--- src/rtl/rsp_s1_prep_ahbic_in_stg_pkg.sv ---
// AHB input stage shared types.
// Transfer encodings and restart helper.
package rsp_s1_prep_ahbic_in_stg_pkg;

  localparam int AHB_ADDR_W = 32;

  typedef enum logic [1:0] {
    TR_IDLE   = 2'b00,
    TR_BUSY   = 2'b01,
    TR_NONSEQ = 2'b10,
    TR_SEQ    = 2'b11
  } htrans_e;

  typedef enum logic [2:0] {
    BU_SINGLE = 3'b000,
    BU_INCR   = 3'b001,
    BU_WRAP4  = 3'b010,
    BU_INCR4  = 3'b011,
    BU_WRAP8  = 3'b100,
    BU_INCR8  = 3'b101,
    BU_WRAP16 = 3'b110,
    BU_INCR16 = 3'b111
  } hburst_e;

  localparam logic RESP_OKAY  = 1'b0;
  localparam logic RESP_ERROR = 1'b1;

  typedef struct packed {
    logic [1:0] trans;
    logic       write;
    logic [2:0] size;
    logic [2:0] burst;
    logic [3:0] prot;
    logic       lock;
  } ctrl_t;

  // A held beat re-issued after losing grant
  // restarts as an undefined-length INCR.
  function automatic ctrl_t restart_ctrl(input ctrl_t c);
    ctrl_t r;
    r = c;
    if (c.trans == TR_SEQ)
      r.trans = TR_NONSEQ;
    if (c.burst != BU_SINGLE && c.burst != BU_INCR)
      r.burst = BU_INCR;
    return r;
  endfunction

endpackage

--- src/rtl/rsp_s1_prep_ahbic_in_stg.sv ---
// AHB matrix input stage for one master port.
// Holds stalled address phases and re-issues them.
module rsp_s1_prep_ahbic_in_stg
  import rsp_s1_prep_ahbic_in_stg_pkg::*;
#(
  parameter int ADDR_WIDTH = AHB_ADDR_W
) (
  input  logic                  HCLK,
  input  logic                  HRESETn,
  input  logic                  HSELS,
  input  logic [ADDR_WIDTH-1:0] HADDRS,
  input  logic [1:0]            HTRANSS,
  input  logic                  HWRITES,
  input  logic [2:0]            HSIZES,
  input  logic [2:0]            HBURSTS,
  input  logic [3:0]            HPROTS,
  input  logic                  HMASTLOCKS,
  input  logic                  HREADYS,
  output logic                  HREADYOUTS,
  output logic                  HRESPS,
  input  logic                  active_dec,
  input  logic                  readyout_dec,
  input  logic                  resp_dec,
  output logic                  req_port,
  output logic                  sel_m,
  output logic [ADDR_WIDTH-1:0] addr_m,
  output logic [1:0]            trans_m,
  output logic                  write_m,
  output logic [2:0]            size_m,
  output logic [2:0]            burst_m,
  output logic [3:0]            prot_m,
  output logic                  mastlock_m
);

  logic                  pend_tran;
  logic                  data_phase;
  logic                  restart;
  logic                  err_last;
  logic [ADDR_WIDTH-1:0] hold_addr;
  ctrl_t                 hold_ctrl;
  ctrl_t                 ctrl_in;
  ctrl_t                 ctrl_o;

  logic trans_req;
  logic accepted;
  logic capture;
  logic cancel;
  logic pend_live;
  logic dp_set;
  logic dp_done;

  assign ctrl_in = '{
    trans: HTRANSS,
    write: HWRITES,
    size:  HSIZES,
    burst: HBURSTS,
    prot:  HPROTS,
    lock:  HMASTLOCKS
  };

  assign trans_req = HSELS & HTRANSS[1] & HREADYS;
  assign accepted  = active_dec & readyout_dec;
  assign capture   = trans_req & ~accepted;
  assign cancel    = pend_tran & err_last
                   & (HTRANSS == TR_IDLE);
  assign pend_live = pend_tran & ~cancel;
  assign dp_set    = accepted & (trans_req | pend_live);
  assign dp_done   = data_phase & readyout_dec;

  // Pending/data-phase/restart/error tracking
  always_ff @(posedge HCLK or negedge HRESETn) begin
    if (!HRESETn) begin
      pend_tran  <= 1'b0;
      data_phase <= 1'b0;
      restart    <= 1'b0;
      err_last   <= 1'b0;
    end else begin
      if (capture)
        pend_tran <= 1'b1;
      else if ((pend_tran & accepted) | cancel)
        pend_tran <= 1'b0;

      if (dp_set)
        data_phase <= 1'b1;
      else if (dp_done)
        data_phase <= 1'b0;

      if (capture)
        restart <= ~active_dec;
      else if ((pend_tran & accepted) | cancel)
        restart <= 1'b0;

      if (dp_done)
        err_last <= resp_dec;
      else if (trans_req)
        err_last <= 1'b0;
    end
  end

  // Holding register for a stalled address phase
  always_ff @(posedge HCLK or negedge HRESETn) begin
    if (!HRESETn) begin
      hold_addr <= '0;
      hold_ctrl <= '0;
    end else if (capture) begin
      hold_addr <= HADDRS;
      hold_ctrl <= ctrl_in;
    end
  end

  // Matrix-side mux: held transfer or master pass-through
  always_comb begin
    sel_m  = HSELS;
    addr_m = HADDRS;
    ctrl_o = ctrl_in;
    if (pend_live) begin
      sel_m  = 1'b1;
      addr_m = hold_addr;
      ctrl_o = restart ? restart_ctrl(hold_ctrl)
                       : hold_ctrl;
    end
  end

  assign trans_m    = ctrl_o.trans;
  assign write_m    = ctrl_o.write;
  assign size_m     = ctrl_o.size;
  assign burst_m    = ctrl_o.burst;
  assign prot_m     = ctrl_o.prot;
  assign mastlock_m = ctrl_o.lock;

  // Lock keeps the request up through IDLE
  assign req_port = pend_live
                  | (HSELS & (HTRANSS[1] | HMASTLOCKS));

  assign HREADYOUTS = pend_live  ? 1'b0 :
                      data_phase ? readyout_dec : 1'b1;
  assign HRESPS     = data_phase ? resp_dec : RESP_OKAY;

endmodule

--- config.mk ---
export PLATFORM = sky130hd
export DESIGN_NAME = rsp_s1_prep_ahbic_in_stg
export DESIGN_NICKNAME = d
export VERILOG_FILES = /design/src/rtl/rsp_s1_prep_ahbic_in_stg_pkg.sv /design/src/rtl/rsp_s1_prep_ahbic_in_stg.sv
export SDC_FILE = /design/constraint.sdc
export NUM_CORES = 1
export LEC_CHECK = 0
export ABC_AREA = 1
export BUFFER_PORTS_ARGS = -buffer_cell sky130_fd_sc_hd__buf_2
export CAP_MARGIN = 10
export CORE_UTILIZATION = 44
export DETAILED_ROUTE_END_ITERATION = 8
export PLACE_DENSITY = 0.77
export REMOVE_ABC_BUFFERS = 1
export SYNTH_ARGS = -nofsm -noshare
export SYNTH_HDL_FRONTEND = slang
export SYNTH_SLANG_ARGS = --single-unit
--- constraint.sdc ---
create_clock -name HCLK -period 1.3 [get_ports HCLK]
set_clock_uncertainty 0.2 [all_clocks]
set_input_delay 0.26 -clock HCLK [delete_from_list [all_inputs] [get_ports HCLK]]
set_output_delay 0.26 -clock HCLK [all_outputs]
set_load 0.03 [all_outputs]
==> flow_metrics.env <==
export IMPL_status="finished, violations left"
export IMPL_violations="negative setup slack"
export IMPL_dpl_hpwl_um=3870
export IMPL_path_max_fanout=5
export IMPL_cts_buffer_depth=2
export IMPL_areaGrowthSynthToFinish_pct=66.5
export IMPL_synth_common_cells="nand2_1 (112), o21ai_0 (69), dfrtp_1 (50)"
export IMPL_dpl_cell_area_um2=3250
export IMPL_drt_total_wl_um=7090
export IMPL_relSlewSlack_pct=79.0
export IMPL_syn_area_per_cell_um2=7.66
export IMPL_timing_fmax_ghz=0.483
export IMPL_final_antenna_net_count=0
export IMPL_hold_path_startpoint="HTRANSS[0]"
export IMPL_grt_overflow=0
export IMPL_cts_sinks=50
export IMPL_rsz0062_at_grt="true"
export IMPL_ys_seq_area_share_pct=48.6
export IMPL_synth_cell_type_count=20
export IMPL_ir_drop_v=0.00164
export IMPL_ys_ff_latch=50
export IMPL_diodes=0
export IMPL_grt_pass1_wl_um=10900
export IMPL_clk_latency_ns=0.30
export IMPL_hold_viol=0
export IMPL_setup_viol=53
export IMPL_clkTransAtPathRegs_ns=0.09
export IMPL_cts_buffers=5
export IMPL_route_detailed_drc=0
export IMPL_grt_use_total_pct=22.0
export IMPL_drtIter0Drc=119
export IMPL_viasPerCell=5.00
export IMPL_async_flop_share_pct=100
export IMPL_synth_edf_count=0
export IMPL_port_buffers=102
export IMPL_wire_per_inst_um=13.2
export IMPL_die_x_um=78.5
export IMPL_regToRegStartpoint="err_last"
export IMPL_postLayoutCellArea_um2=4290
export IMPL_setup_tns_ns=-34.93
export IMPL_cts_max_level=2
export IMPL_synth_warnings=0
export IMPL_cap_violations=0
export IMPL_start_kind="flop"
export IMPL_worst_path_buf_inv=4
export IMPL_layout_nets=518
export IMPL_grt_antenna_before_repair=0
export IMPL_synth_area_leaders="dfrtp_1 (49%), nand2_1 (16%), o21ai_0 (13%)"
export IMPL_fp_dieH_um=78.5
export IMPL_cp_required_ns=0.84
export IMPL_cts_tree="done"
export IMPL_start_util_pct=46.2
export IMPL_path_cells="a21boi_4, buf_12, buf_8, clkbuf_16, o21ai_2, buf_6"
export IMPL_synthFlopType="dfrtp_1"
export IMPL_min_path_type="in2reg"
export IMPL_yosysTopAreaCellShare_pct=48.6
export IMPL_finalCritPeriodShare_pct=159
export IMPL_cts_root_buf="clkbuf_8"
export IMPL_dp_slack_ns=-0.552
export IMPL_cp_top_family="buffers and inverters"
export IMPL_core_area_um2=5570
export IMPL_gp_congestion=0.802
export IMPL_grt_pass1_vias=2534
export IMPL_critPathMaxStageDelay_ns=0.39
export IMPL_yosysTopAreaCell="dfrtp_1"
export IMPL_tightestPinTransition_ns=0.313
export IMPL_cp_end_kind="output port"
export IMPL_dr_total_vias=2691
export IMPL_drive_gt1_share_pct=47.0
export IMPL_io_pins=103
export IMPL_critPathArrivalTime_ns=1.61
export IMPL_drv_slew=0
export IMPL_setup_ws_ns=-0.772
export IMPL_power_leakage_nw=2.24
export IMPL_critPathLaunch="pend_tran"
export IMPL_dr_pass1_iters=4
export IMPL_netlist_instances=336
export IMPL_yosysMostFrequentCell="nand2_1"
export IMPL_die_area_um2=6160
export IMPL_crit_type="reg2out"
export IMPL_netlist_area_um2=2570
export IMPL_grt_max_degree=51
export IMPL_power_density_nw_per_um2=1920
export IMPL_finalCriticalPeriod_ns=2.07
export IMPL_crit_slowest_cell="dfrtp_1"
export IMPL_rows=27
-- cell type report --
class                   instances  area [µm²]
repair buffers                140        1330
multi-input cells             219        1320
fillers                       366        1290
flip-flops and latches         50        1250
inverters                      49         184
well taps                      72        90.1
clock buffers                   5        68.8
clock inverters                 3        43.8
-- state kept, by name, indices dropped and copies added (netlist names) --
register	cells
data_phase	1
err_last	1
hold_addr	32
hold_ctrl	14
pend_tran	1
restart	1
-- per-stage QoR --
step | util (%) | power (mW) | hold WS (ns) | std cells
3_5_place_dp | 58.3 | 4.99 | 0.0760 | 508
6_report | 76.9 | 8.21 | 0.0119 | 538
2_1_floorplan | - | 3.99 | -0.236 | 317
3_3_place_gp | 58.3 | 4.94 | 0.0686 | 508
5_1_grt | 76.9 | 8.63 | 0.0199 | 538
4_1_cts | 71.6 | 7.59 | 0.00131 | 532
-- where the power goes --
part / switching [mW] / leakage (nW) / internal [mW]
registers: 0.181 / 0.623 / 1.84
clock network: 0.518 / 0.0585 / 0.577
logic: 2.75 / 1.56 / 2.34
total: 3.45 / 2.24 / 4.76
-- worst paths after layout --
path | depth (start not counted) | slack (ns) | to
setup / recovery | 6 | -0.77 | addr_m[16]
hold / removal | 3 | 0.01 | hold_ctrl[12]
setup reg to reg | 7 | -0.20 | pend_tran
hold reg to reg | 2 | 0.28 | hold_ctrl[12]
max in group asynchronous | 3 | 0.39 | pend_tran
min in group asynchronous | 3 | 0.28 | hold_addr[24]
-- cells in the final DEF, fill, tap and decap left out, drive strengths merged, types with 3 or more instances in the layout --
cell / count
clkbuf: 7
dfrtp: 50
dlygate4sd3: 4
nor2: 3
nand3: 4
buf: 134
inv: 50
o21ai: 91
nand2: 117
-- kinds of logic after synthesis --
group / count (synthesis) / synth area share (%)
AND/OR/NAND/NOR: 124 / 19.2
buffers and inverters: 68 / 12.0
flip-flops: 50 / 48.6
AO/OA/AOI/OAI: 94 / 20.2
-- routing by layer --
| layer | global-route usage (%) | up-vias | wire, µm |
|---|---|---|---|
| li1 | - | 1315 | - |
| met1 | 24.9 | 1275 | 2840 |
| met2 | 41.5 | 93 | 3850 |
| met3 | 4.42 | 8 | 339 |
| met4 | 5.74 | 0 | 59 |
| met5 | 0 | - | 0 |
-- worst min-delay path, cell delays in order --
cell,delay (ns)
buf_2,0.11
nand2_1,0.06
nand2_1,0.05
-- what timing repair did --
item,4_1_cts,5_1_grt
pin swaps,4,4
hold endpoints to repair,53,0
gates cloned,4,4
buffers inserted,9,2
gates resized for setup,172,49
hold buffers,4,0
setup endpoints to repair,52,53
Note: power is estimated with default switching activity, not from simulation.
